==> config.mk <==
export PLATFORM = sky130hd
export DESIGN_NAME = aurora_link_ctrl
export DESIGN_NICKNAME = d
export VERILOG_FILES = /design/src/rtl/aurora_link_ctrl_pkg.sv /design/src/rtl/aurora_link_ctrl.sv
export SDC_FILE = /design/constraint.sdc
export NUM_CORES = 1
export LEC_CHECK = 0
export ABC_CLOCK_PERIOD_IN_PS = 3300
export CAP_MARGIN = 20
export CORE_ASPECT_RATIO = 0.7
export CORE_MARGIN = 2
export CORE_UTILIZATION = 46
export DETAILED_ROUTE_END_ITERATION = 10
export GPL_TIMING_DRIVEN = 1
export HOLD_SLACK_MARGIN = 0.03
export PLACE_DENSITY = 0.76
export SLEW_MARGIN = 10
export SYNTH_ARGS = -nofsm -noshare
export SYNTH_HDL_FRONTEND = slang
export SYNTH_SLANG_ARGS = --single-unit
==> constraint.sdc <==
create_clock -name clk -period 3.3 [get_ports clk]
set_input_delay 0.66 -clock clk [delete_from_list [all_inputs] [get_ports clk]]
set_output_delay 0.66 -clock clk [all_outputs]
set_load 0.01 [all_outputs]
==> src/rtl/aurora_link_ctrl_pkg.sv <==
// Shared types and helpers for the Aurora lane-pair bring-up sequencer.
package aurora_link_ctrl_pkg;

  localparam int RETRAIN_W  = 16;
  localparam int SOFT_CNT_W = 16;

  typedef enum logic [2:0] {
    ST_IDLE       = 3'd0,
    ST_RESET      = 3'd1,
    ST_WAIT_UP    = 3'd2,
    ST_BIST_RUN   = 3'd3,
    ST_BIST_DRAIN = 3'd4,
    ST_ACTIVE     = 3'd5
  } link_state_t;

  // Increment that sticks at all-ones instead of wrapping.
  function automatic logic [15:0] sat_inc(input logic [15:0] v);
    return (v == 16'hFFFF) ? v : v + 16'd1;
  endfunction

endpackage

==> src/rtl/aurora_link_ctrl.sv <==
// Link bring-up / supervision sequencer: PHY reset, channel-up wait,
// optional PRBS BIST, then user traffic with hard/soft error supervision.
module aurora_link_ctrl
  import aurora_link_ctrl_pkg::*;
#(
  parameter int unsigned RESET_CYCLES = 256,
  parameter int unsigned UP_TIMEOUT   = 65536,
  parameter int unsigned BIST_CYCLES  = 512,
  parameter int unsigned DRAIN_CYCLES = 256,
  parameter int unsigned SOFT_WINDOW  = 4096,
  parameter int unsigned SOFT_THRESH  = 16,
  parameter logic [5:0]  BIST_RATE    = 6'd60
) (
  input  logic                 clk,
  input  logic                 rst_n,
  input  logic                 enable,
  input  logic                 bist_en,
  input  logic                 channel_up,
  input  logic                 hard_err,
  input  logic                 soft_err,
  input  logic                 bist_checker_locked,
  input  logic [47:0]          bist_checker_samps,
  input  logic [47:0]          bist_checker_errors,
  output logic                 phy_reset,
  output logic                 bist_gen_en,
  output logic                 bist_checker_en,
  output logic [5:0]           bist_gen_rate,
  output logic                 traffic_en,
  output logic                 link_up,
  output logic                 bist_fail,
  output logic [RETRAIN_W-1:0] retrain_cnt,
  output logic [2:0]           state
);

  localparam logic [SOFT_CNT_W-1:0] SOFT_THRESH_V = SOFT_CNT_W'(SOFT_THRESH);

  link_state_t            state_q, state_d;
  logic [31:0]            timer_q, timer_d;
  logic                   lock_seen_q, lock_seen_d;
  logic                   bist_pass_q, bist_pass_d;
  logic                   bist_fail_q, bist_fail_d;
  logic [RETRAIN_W-1:0]   retrain_cnt_q, retrain_cnt_d;
  logic [SOFT_CNT_W-1:0]  soft_cnt_q, soft_cnt_d;
  logic [SOFT_CNT_W-1:0]  soft_next;
  logic                   retrain_req;
  logic                   phy_reset_q, phy_reset_d;
  logic                   bist_gen_en_q, bist_gen_en_d;
  logic                   bist_checker_en_q, bist_checker_en_d;
  logic                   traffic_en_q, traffic_en_d;

  // Next-state, shared timer, BIST verdict, error counters and output decode.
  always_comb begin
    state_d       = state_q;
    timer_d       = timer_q + 32'd1;
    lock_seen_d   = lock_seen_q;
    bist_pass_d   = bist_pass_q;
    bist_fail_d   = bist_fail_q;
    retrain_cnt_d = retrain_cnt_q;
    soft_cnt_d    = '0;
    retrain_req   = 1'b0;

    // Timer value 0 marks the first cycle of a soft-error window; a pulse
    // landing there is the first error of the new window.
    if (timer_q == 32'd0) begin
      soft_next = {{(SOFT_CNT_W-1){1'b0}}, soft_err};
    end else if (soft_err) begin
      soft_next = sat_inc(soft_cnt_q);
    end else begin
      soft_next = soft_cnt_q;
    end

    if (!enable) begin
      state_d = ST_IDLE;
    end else begin
      case (state_q)
        ST_IDLE: begin
          state_d     = ST_RESET;
          bist_fail_d = 1'b0;
        end
        ST_RESET: begin
          if (timer_q == RESET_CYCLES - 1) state_d = ST_WAIT_UP;
        end
        ST_WAIT_UP: begin
          if (channel_up) begin
            state_d = bist_en ? ST_BIST_RUN : ST_ACTIVE;
          end else if (timer_q == UP_TIMEOUT - 1) begin
            state_d     = ST_RESET;
            retrain_req = 1'b1;
          end
        end
        ST_BIST_RUN: begin
          if (!channel_up) begin
            state_d     = ST_RESET;
            bist_fail_d = 1'b1;
            retrain_req = 1'b1;
          end else if (!lock_seen_q) begin
            // Lock restarts the timer so the measurement period is post-lock.
            if (bist_checker_locked) begin
              lock_seen_d = 1'b1;
              timer_d     = 32'd0;
            end else if (timer_q == UP_TIMEOUT - 1) begin
              state_d     = ST_RESET;
              bist_fail_d = 1'b1;
              retrain_req = 1'b1;
            end
          end else if (timer_q == BIST_CYCLES - 1) begin
            state_d     = ST_BIST_DRAIN;
            bist_pass_d = (bist_checker_samps != 48'd0) && (bist_checker_errors == 48'd0);
            if (!bist_pass_d) bist_fail_d = 1'b1;
          end
        end
        ST_BIST_DRAIN: begin
          if (!channel_up) begin
            state_d     = ST_RESET;
            bist_fail_d = 1'b1;
            retrain_req = 1'b1;
          end else if (timer_q == DRAIN_CYCLES - 1) begin
            if (bist_pass_q) begin
              state_d = ST_ACTIVE;
            end else begin
              state_d     = ST_RESET;
              retrain_req = 1'b1;
            end
          end
        end
        ST_ACTIVE: begin
          soft_cnt_d = soft_next;
          if (hard_err || !channel_up) begin
            state_d     = ST_RESET;
            retrain_req = 1'b1;
          end else if (soft_next >= SOFT_THRESH_V) begin
            state_d     = ST_RESET;
            retrain_req = 1'b1;
          end else if (timer_q == SOFT_WINDOW - 1) begin
            timer_d = 32'd0;
          end
        end
        default: state_d = ST_IDLE;
      endcase
    end

    // Every state entry starts with a fresh timer and no lock history.
    if (state_d != state_q || state_q == ST_IDLE) begin
      timer_d     = 32'd0;
      lock_seen_d = 1'b0;
      soft_cnt_d  = '0;
    end

    if (retrain_req) retrain_cnt_d = sat_inc(retrain_cnt_q);

    phy_reset_d       = (state_d == ST_IDLE) || (state_d == ST_RESET);
    bist_gen_en_d     = (state_d == ST_BIST_RUN);
    bist_checker_en_d = (state_d == ST_BIST_RUN) || (state_d == ST_BIST_DRAIN);
    traffic_en_d      = (state_d == ST_ACTIVE);
  end

  // State, counters and registered outputs.
  always_ff @(posedge clk) begin
    if (!rst_n) begin
      state_q           <= ST_IDLE;
      timer_q           <= 32'd0;
      lock_seen_q       <= 1'b0;
      bist_pass_q       <= 1'b0;
      bist_fail_q       <= 1'b0;
      retrain_cnt_q     <= '0;
      soft_cnt_q        <= '0;
      phy_reset_q       <= 1'b1;
      bist_gen_en_q     <= 1'b0;
      bist_checker_en_q <= 1'b0;
      traffic_en_q      <= 1'b0;
    end else begin
      state_q           <= state_d;
      timer_q           <= timer_d;
      lock_seen_q       <= lock_seen_d;
      bist_pass_q       <= bist_pass_d;
      bist_fail_q       <= bist_fail_d;
      retrain_cnt_q     <= retrain_cnt_d;
      soft_cnt_q        <= soft_cnt_d;
      phy_reset_q       <= phy_reset_d;
      bist_gen_en_q     <= bist_gen_en_d;
      bist_checker_en_q <= bist_checker_en_d;
      traffic_en_q      <= traffic_en_d;
    end
  end

  assign phy_reset       = phy_reset_q;
  assign bist_gen_en     = bist_gen_en_q;
  assign bist_checker_en = bist_checker_en_q;
  assign bist_gen_rate   = BIST_RATE;
  assign traffic_en      = traffic_en_q;
  assign link_up         = traffic_en_q;
  assign bist_fail       = bist_fail_q;
  assign retrain_cnt     = retrain_cnt_q;
  assign state           = state_q;

endmodule

After elaboration in Yosys (flattened, before gate mapping)
Cells that the tools add are included.

operators by class
  $add $sub $neg = 3
  $mul = 0
  div/mod/pow operators = 0
  order comparisons = 1
  equal/unequal tests = 21
  shifts and indexed selects = 0
  mux-type cells = 48
  bitwise operators = 4
  reduce and logical (&&, ||, !) cells = 18

operators with widths
  cell                   count
  $mux 32                7
  $pmux 32 s2            1
  $logic_not 48->1       1
  $mux 16                3
  $reduce_bool 48->1     1
  $mux 3                 14
  $add 16x1->16 const B  2
  $add 32x1->32 const B  1
  $eq 16x16->1 const B   2
  $eq 32x12->1 const B   1
  $eq 32x16->1 const B   1
  $eq 32x8->1 const B    1
  $eq 32x9->1 const B    1
  $logic_not 32->1       1
  $mux 1                 20
  $pmux 3 s6             1
  $ge 16x5->1 const B    1
  $ne 4x4->1 const B     4
  $eq 3x3->1 const B     4
  $eq 3x2->1 const B     3
  $reduce_and 7->1       1
  $eq 3x1->1 const B     2
  $logic_not 3->1        2
  $reduce_and 5->1       1
  other kinds (13)       19

word-level totals
  register bits after elaboration = 74
  latch bits = 0
  memory bits (writable) = 0
  bits in read-only memories = 0
  input bits = 104
  output and inout port bits = 31
  word-level logic and storage cells = 106
  memories = 0

Logic depth before layout (Yosys ltp)
Gate-level depths: netlist of the first run.

  depth after elaboration = 12
  mapped depth = 11
  gate-level depth less buffers = 9

Worst setup path after synthesis of the first run
OpenSTA, ideal clock, no wires.

  kind = input port to flip-flop
  start point = in soft_err
  end point = reg retrain_cnt_q[12] (netlist: retrain_cnt[12])
  library setup time = 0.119 ns
  arrival time = 2.816 ns
  path slack = 0.365 ns
  stages on the path = 9
  path through = and4_1 > and2_1 > a311o_1 > a2111oi_2 > a41oi_1 > a41oi_2 > buf_2 > nor3_1 > o221a_2

between the ends
  word-level cells in the longest chain between the ends = 8

ends and longest elaborated chain
  what                            line                     text
  start: declaration              aurora_link_ctrl.sv:20   input logic soft_err,
  $mux 16                         aurora_link_ctrl.sv:66   end else if (soft_err) begin
  $mux 16 (*)                     aurora_link_ctrl.sv:64   if (timer_q == 32'd0) begin
  $ge 16x5->1 (*)                 aurora_link_ctrl.sv:131  end else if (soft_next >= SOFT_THRESH_V) begin
  $mux 1 (*)                      aurora_link_ctrl.sv:131
  $mux 1 (*)                      aurora_link_ctrl.sv:128  if (hard_err || !channel_up) begin
  $pmux 1 s4 (*)                  aurora_link_ctrl.sv:75   case (state_q)
  $mux 1 (*)                      aurora_link_ctrl.sv:72   if (!enable) begin
  $reduce_and 2->1 (no line) (*)  n/a
  end signal: assignment          aurora_link_ctrl.sv:177  retrain_cnt_q <= retrain_cnt_d;
  end: declaration                aurora_link_ctrl.sv:42   logic [RETRAIN_W-1:0] retrain_cnt_q, retrain_cnt_d;

Every way passes the cells marked *; elsewhere a longest branch is shown, timed or not.
A chain may end at the register's enable or synchronous reset.

Final worst setup path of the first run
  start point = reg timer_q[12]
  end point = reg timer_q[7]

between the ends
  word-level cells in the longest chain between the ends = 10
  elaborated cells on any way between the ends = 28

ends and longest elaborated chain
  what                                                     line                                                                     text
  start: declaration                                       aurora_link_ctrl.sv:38                                                   logic [31:0] timer_q, timer_d;
  start signal: assignment                                 aurora_link_ctrl.sv:173                                                  timer_q <= timer_d;
  $logic_not 32->1 / $eq 32x16->1 (equally long branches)  aurora_link_ctrl.sv:64, aurora_link_ctrl.sv:86, aurora_link_ctrl.sv:101
  $mux 16 / $mux 3 (equally long branches)                 aurora_link_ctrl.sv:64, aurora_link_ctrl.sv:86, aurora_link_ctrl.sv:101
  $ge 16x5->1 / $mux 3 (equally long branches)             aurora_link_ctrl.sv:131, aurora_link_ctrl.sv:98
  $mux 3, on equally long branches                         aurora_link_ctrl.sv:131, aurora_link_ctrl.sv:96
  $mux 3, on equally long branches                         aurora_link_ctrl.sv:128, aurora_link_ctrl.sv:92
  $pmux 3 s6                                               aurora_link_ctrl.sv:75
  $mux 3                                                   aurora_link_ctrl.sv:72
  $ne 3x3->1                                               aurora_link_ctrl.sv:143                                                  if (state_d != state_q || state_q == ST_IDLE) begin
  $logic_or 1x1->1                                         aurora_link_ctrl.sv:143
  $reduce_or 2->1 (no line)                                n/a

Several ways; a longest one is shown, not always the timed one.

==> results of run 1 <==
-- critical path, stage by stage, from the launching register on --
cell and delay (ns):
dfxtp_1 0.36, or4_1 0.61, nor4_2 0.31, nand4_1 0.30, o211ai_1 0.25, o31ai_1 0.16, o211a_1 0.27, a211o_1 0.32
buf_12 0.17, nor3_1 0.18
-- registers in the layout, summed over array words and instances, names as in the netlist --
name             count
bist_fail            1
soft_cnt_q          16
phy_reset            1
link_up              1
retrain_cnt         16
timer_q             32
lock_seen_q          1
bist_pass_q          1
bist_gen_en          1
bist_checker_en      1
state                3
-- metal layers --
layer | up-vias | part of all wire (%)
li1 | 2127 | -
met1 | 2076 | 44
met2 | 223 | 45
met3 | 30 | 9.5
met4 | 0 | 1.6
met5 | - | 0
-- path summary, 6_finish.rpt --
kind | cells past startpoint | end | from | slack, ns
hold reg to reg | 2 | retrain_cnt[4] | retrain_cnt[4] | 0.49
setup reg to reg | 9 | timer_q[7] | timer_q[12] | 0.27
setup / recovery | 9 | timer_q[7] | timer_q[12] | 0.27
hold / removal | 2 | retrain_cnt[4] | retrain_cnt[4] | 0.49
-- logic make-up (layout without fill, tap and decap cells) --
logic type	after synthesis	in the layout	share of synthesized area [%]
AO/OA/AOI/OAI	71	71	13.2
XOR/XNOR	30	30	6.46
adder cells (fa/ha/maj)	5	5	1.54
buffers and inverters	31	172	3.81
flip-flops	74	74	36.4
multiplexers	10	10	2.46
other	2	18	0.185
AND/OR/NAND/NOR	269	269	36.0
-- through the flow --
step	worst slack (ns)	TNS, ns	std cells	utilization, %
after floorplan	0.365	0	508	-
after global placement	-0.184	-5.28	753	65.7
after detailed placement	-0.273	-8.94	753	65.7
after CTS	0.0522	0	769	69.4
after global routing	0.0907	0	769	69.8
final	0.272	0	769	69.8
-- layout by cell type (no fill, tap or decap), types with 10 or more instances in the layout --
master,Yosys,final
nor2_1,52,52
nor3_1,22,22
xor2_1,20,20
nand2b_1,12,12
mux2i_1,10,10
dfxtp_1,74,74
nor4_1,38,38
nand3_1,34,34
xnor2_1,10,10
a21oi_1,12,12
buf_4,7,17
clkdlybuf4s50_1,0,127
o21ai_0,12,12
nand2_1,39,39
nand4_1,16,16
conb_1,2,18
-- final cells by class --
cell class              count  area (um^2)  area share, %
clock buffers               9          225           3.79
clock inverters             7         93.8           1.58
inverters                  10         37.5          0.631
multi-input cells         403         2530           42.5
flip-flops and latches     74         1480           24.9
well taps                 120          150           2.53
repair buffers            146         1430           24.1
-- where the power goes --
part	leakage, nW	internal, mW	switching [mW]	total, mW
registers	0.601	0.903	0.0138	0.917
clock network	0.151	0.660	0.386	1.05
logic	1.26	0.135	0.0666	0.202
==> flow_summary_export.csv, run 1 <==
group,metric,value,unit
worst_hold_path,hold_path.class,"reg2reg",
clock_tree,clk_pin_slew_worst_paths,0.06,ns
die,ioPinCount,135,
die,initial_utilization,47.8,%
sta,rsz0062_at_grt,"false",
sta,setup_violations,0,
die,core,8510,um^2
die,die_x,116,um
sta,skew,0.00676,ns
setup_path,critPathKind,"reg2reg",
drt,postRouteAntennaNets,0,
drt,via_per_inst,5.79,
run,drv_cap,0,
placement,dpl-instance-area,5590,um^2
synthesis,syn_area,4070,um^2
sta,worst_pin_slew,0.498,ns
power,ir_drop,306,uV
synthesis,synth_top_area_share,36.4,%
synthesis,dominantRegCellSynth,"dfxtp_1",
power,p_total,2.16,mW
drt,wl,12.4,mm
synthesis,synth_common_cells,"dfxtp_1 (74), nor2_1 (52), nand2_1 (39), nor4_1 (38), nand3_1 (34)",
global_route,grt_usage,25.4,%
drt,vias,4456,
global_route,grt_use_met1,33.1,%
drt,wire_per_inst,16.1,um
global_route,gr-usage-met2,42.4,%
setup_path,worstSetupEndpointType,"register",
final_layout,nNetsFinal,753,
final_layout,layout-drive-gt1-share,7.40,%
status,status,"complete, no violations",
drt,first_pass_iters,5,
die,die_y,82.7,um
clock_tree,clock-sinks,74,
global_route,antenna_found_initial,0,
global_route,grt_max_degree,23,
power,leakage,2.02,nW
die,dieArea,9630,um^2
global_route,busiest_layer,"met2",
clock_tree,numCtsBuffers,9,
global_route,grt_pass1_wl,19.2,mm
clock_tree,cts_resized,0,
clock_tree,ctsHoldBuffers,0,
sta,drv_slew,0,
setup_path,worstPathMaxFanout,17,
clock_tree,cts_tree,"done",
drt,drc,0,
synthesis,avgSynthCellArea,8.27,um^2
setup_path,cp.required,3.55,ns
synthesis,ys_async_sr_fraction,0,%
clock_tree,post_cts_buffers,0,
final_layout,syn2layout_area_growth,46.1,%
placement,post-dp-hpwl,9.38,mm
final_layout,diodes,0,
synthesis,synth_seq_cells,74,
clock_tree,clk_path_buf_depth,2,
synthesis,ys_seq_area_share,36.4,%
synthesis,synthCells,492,
clock_tree,cts_root_buf,"clkbuf_16",
synthesis,synth_top_area_cell,"dfxtp_1",
die,row_count,28,
sta,hold_violations,0,
final_layout,design_area,5950,um^2
placement,numPortBuffers,128,
placement,place_congestion,0.926,
sta,period_share,91.8,%
synthesis,ys_types,59,
drt,drt_iter0_drc,276,
global_route,grt_pass1_vias,4017,
final_layout,fillers,697,
global_route,overflow,0,
synthesis,yosys_warnings,0,
sta,max_freq,330,MHz
setup_path,arrival,3.28,ns
sta,whs,0.491,ns
sta,maxSlewHeadroom,66.4,%
clock_tree,htreeDepth,3,
clock_tree,clk_latency,0.33,ns
power,powerDensity,364,nW/um^2
global_route,use_met3,6.35,%
synthesis,synth-edff-count,0,
synthesis,synth.top_cells.by_area,"dfxtp_1 (36%), nor4_1 (5.8%), nor2_1 (4.8%)",
sta,finalCriticalPeriod,3.03,ns
synthesis,yosysMostFrequentCell,"dfxtp_1",
setup_path,startpoint_type,"register",
(Power assumes the default switching activity.)
==> inputs of run 2 (changes only) <==
==> constraint.sdc (replaced) <==
create_clock -name clk -period 3.3 [get_ports clk]
set_input_delay 0.33 -clock clk [delete_from_list [all_inputs] [get_ports clk]]
set_output_delay 0.33 -clock clk [all_outputs]
set_load 0.01 [all_outputs]
==> run 2 against run 1 <==
  * Die area did not move
  * Combinational power about the same
  * Count of clock-buffer cells in the layout up 4
  * Non-clock buffer count shrank 4
  * Sequential share of layout area rose by 0.28 points
  * Wire length is 2.4% lower
  * Clock skew is 0.0043 ns higher
  * Register-to-register slack got worse by 0.04 ns
  * Global-route usage is 0.37 points lower
  * Cell count fell by 0.52%
  * Largest cell class unchanged
  * Largest power group unchanged
==> flow_summary_export.csv, run 2 (same netlist as run 1, synthesis figures left out) <==
group,metric,value,unit
die,initial_utilization,47.8,%
drt,drt_iter0_drc,256,
setup_path,cp.required,3.55,ns
clock_tree,clk_pin_slew_worst_paths,0.06,ns
placement,numPortBuffers,128,
setup_path,worstPathMaxFanout,32,
final_layout,syn2layout_area_growth,44.5,%
final_layout,nNetsFinal,749,
sta,finalSetupTns,0,ns
global_route,grt_usage,25.1,%
global_route,grt_pass1_vias,3974,
worst_hold_path,min_path_cells,2,
setup_path,cpLargestDelayFamily,"compound AO/OA/AOI/OAI gates",
sta,hold_violations,0,
die,dieArea,9630,um^2
clock_tree,cts_root_buf,"clkbuf_16",
final_layout,regMostFlops,"timer_q",
final_layout,diodes,0,
clock_tree,clk_latency,0.34,ns
final_layout,fillers,685,
die,ioPinCount,135,
placement,post-dp-hpwl,9.34,mm
setup_path,arrival,3.31,ns
sta,skew,0.0110,ns
setup_path,cp_num_cells,10,
final_layout,multi_input_area,2500,um^2
die,die_x,116,um
global_route,grt_max_degree,33,
setup_path,worstRegToRegCells,10,
sta,maxSlewHeadroom,50.8,%
global_route,grt_pass1_wl,18.8,mm
clock_tree,clk_path_buf_depth,2,
final_layout,register_area,1480,um^2
sta,finalCriticalPeriod,3.07,ns
clock_tree,htreeDepth,3,
clock_tree,cts_tree,"done",
drt,wire_per_inst,15.8,um
setup_path,cp.buffers_inverters,1,
global_route,gr-usage-met2,42.6,%
drt,postRouteAntennaNets,0,
final_layout,layout-drive-gt1-share,6.36,%
final_layout,layout_commonest_cell,"clkdlybuf4s50_1",
sta,setup_violations,0,
sta,whs,0.495,ns
placement,dpl-instance-area,5550,um^2
power,leakage,1.98,nW
sta,worst_pin_slew,0.731,ns
drt,first_pass_iters,4,
setup_path,worstSetupEndpointType,"register",
clock_tree,numCtsBuffers,9,
worst_hold_path,hold_path.class,"reg2reg",
final_layout,layout_common_cells,"clkdlybuf4s50_1 (128), dfxtp_1 (74), nor2_1 (52)",
setup_path,critPathKind,"reg2reg",
die,die_y,82.7,um
power,p_total,2.13,mW
die,core,8510,um^2
drt,wl,12.1,mm
status,status,"complete, no violations",
sta,drv_slew,0,
sta,rsz0062_at_grt,"false",
sta,max_freq,326,MHz
setup_path,worst_path_max_delay_cell,"or4_1",
power,powerDensity,362,nW/um^2
placement,place_congestion,0.878,
setup_path,startpoint_type,"register",
final_layout,utilization,69.1,%
global_route,antenna_found_initial,0,
global_route,use_met3,6.86,%
sta,period_share,92.9,%
drt,via_per_inst,5.67,
setup_path,path_cells,"ha_2 > nand4_1 > or4_1 > o32a_1 > a2111oi_2 > a41oi_1 > a2bb2oi_1 > a211o_1 > buf_12 > nor3_1",
global_route,overflow,0,
global_route,busiest_layer,"met2",
run,drv_cap,0,
power,ir_drop,254,uV
global_route,grt_use_met1,31.2,%
setup_path,max_stage_delay,0.42,ns
drt,vias,4337,
clock_tree,clock-sinks,74,
final_layout,largest_reg_flops,32,
die,row_count,28,
final_layout,design_area,5880,um^2
drt,drc,0,
==> run 2: layout make-up <==
| cell class | instances | share of cell area, % |
|---|---|---|
| Clock buffer | 13 | 4.60 |
| Clock inverter | 3 | 0.787 |
| Inverter | 10 | 0.638 |
| Multi-Input combinational cell | 403 | 42.4 |
| Sequential cell | 74 | 25.2 |
| Tap cell | 120 | 2.55 |
| Timing Repair Buffer | 142 | 23.8 |
==> run 2: path summary, 6_finish.rpt <==
path                                       end  slack, ns      startpoint
worst min register to register  retrain_cnt[4]       0.49  retrain_cnt[4]
worst min-delay path            retrain_cnt[4]       0.49  retrain_cnt[4]
worst max-delay path                timer_q[9]       0.23   soft_cnt_q[0]
worst max register to register      timer_q[9]       0.23   soft_cnt_q[0]
==> run 2: per-layer routing <==
layer  wire [um]  share of wire, %
met5           0                 0
met4         192               1.6
met3        1000               8.3
met2        5440                45
met1        5450                45
==> run 2: metrics by stage <==
stage / worst slack [ns] / std cells
2_1_floorplan: 0.594 / 508
3_3_place_gp: 0.123 / 748
3_5_place_dp: 0.00306 / 748
4_1_cts: 0.204 / 764
5_1_grt: 0.0439 / 765
6_report: 0.234 / 765
==> run 2: where the power goes <==
part	switching [mW]	leakage (nW)	internal, mW
Clock	0.365	0.152	0.649
Sequential	0.0133	0.601	0.903
Combinational	0.0648	1.23	0.134
Total	0.443	1.98	1.69
==> run 2: worst register-to-register path, delay by kind of cell (launching register included) <==
kind                     cells  cell delay [ns]
AO/OA/AOI/OAI                5             1.40
AND/OR/NAND/NOR              3             0.79
flip-flops                   1             0.37
adder cells (fa/ha/maj)      1             0.26
buffers and inverters        1             0.18
==> run 2: repair_timing <==
item                                    4_1_cts  5_1_grt
hold buffers                                  0        0
resized for setup                             0        1
setup buffers                                 0        1
endpoints found under the setup margin        0        2
==> inputs of run 3 (changes only) <==
--- a/config.mk
+++ b/config.mk
@@ -14,6 +14,7 @@
 export GPL_TIMING_DRIVEN = 1
 export HOLD_SLACK_MARGIN = 0.03
 export PLACE_DENSITY = 0.76
+export SKIP_CTS_REPAIR_TIMING = 1
 export SLEW_MARGIN = 10
 export SYNTH_ARGS = -nofsm -noshare
 export SYNTH_HDL_FRONTEND = slang
==> results of run 3 <==
Final layout, timing and power as in run 2 (identical DEF).
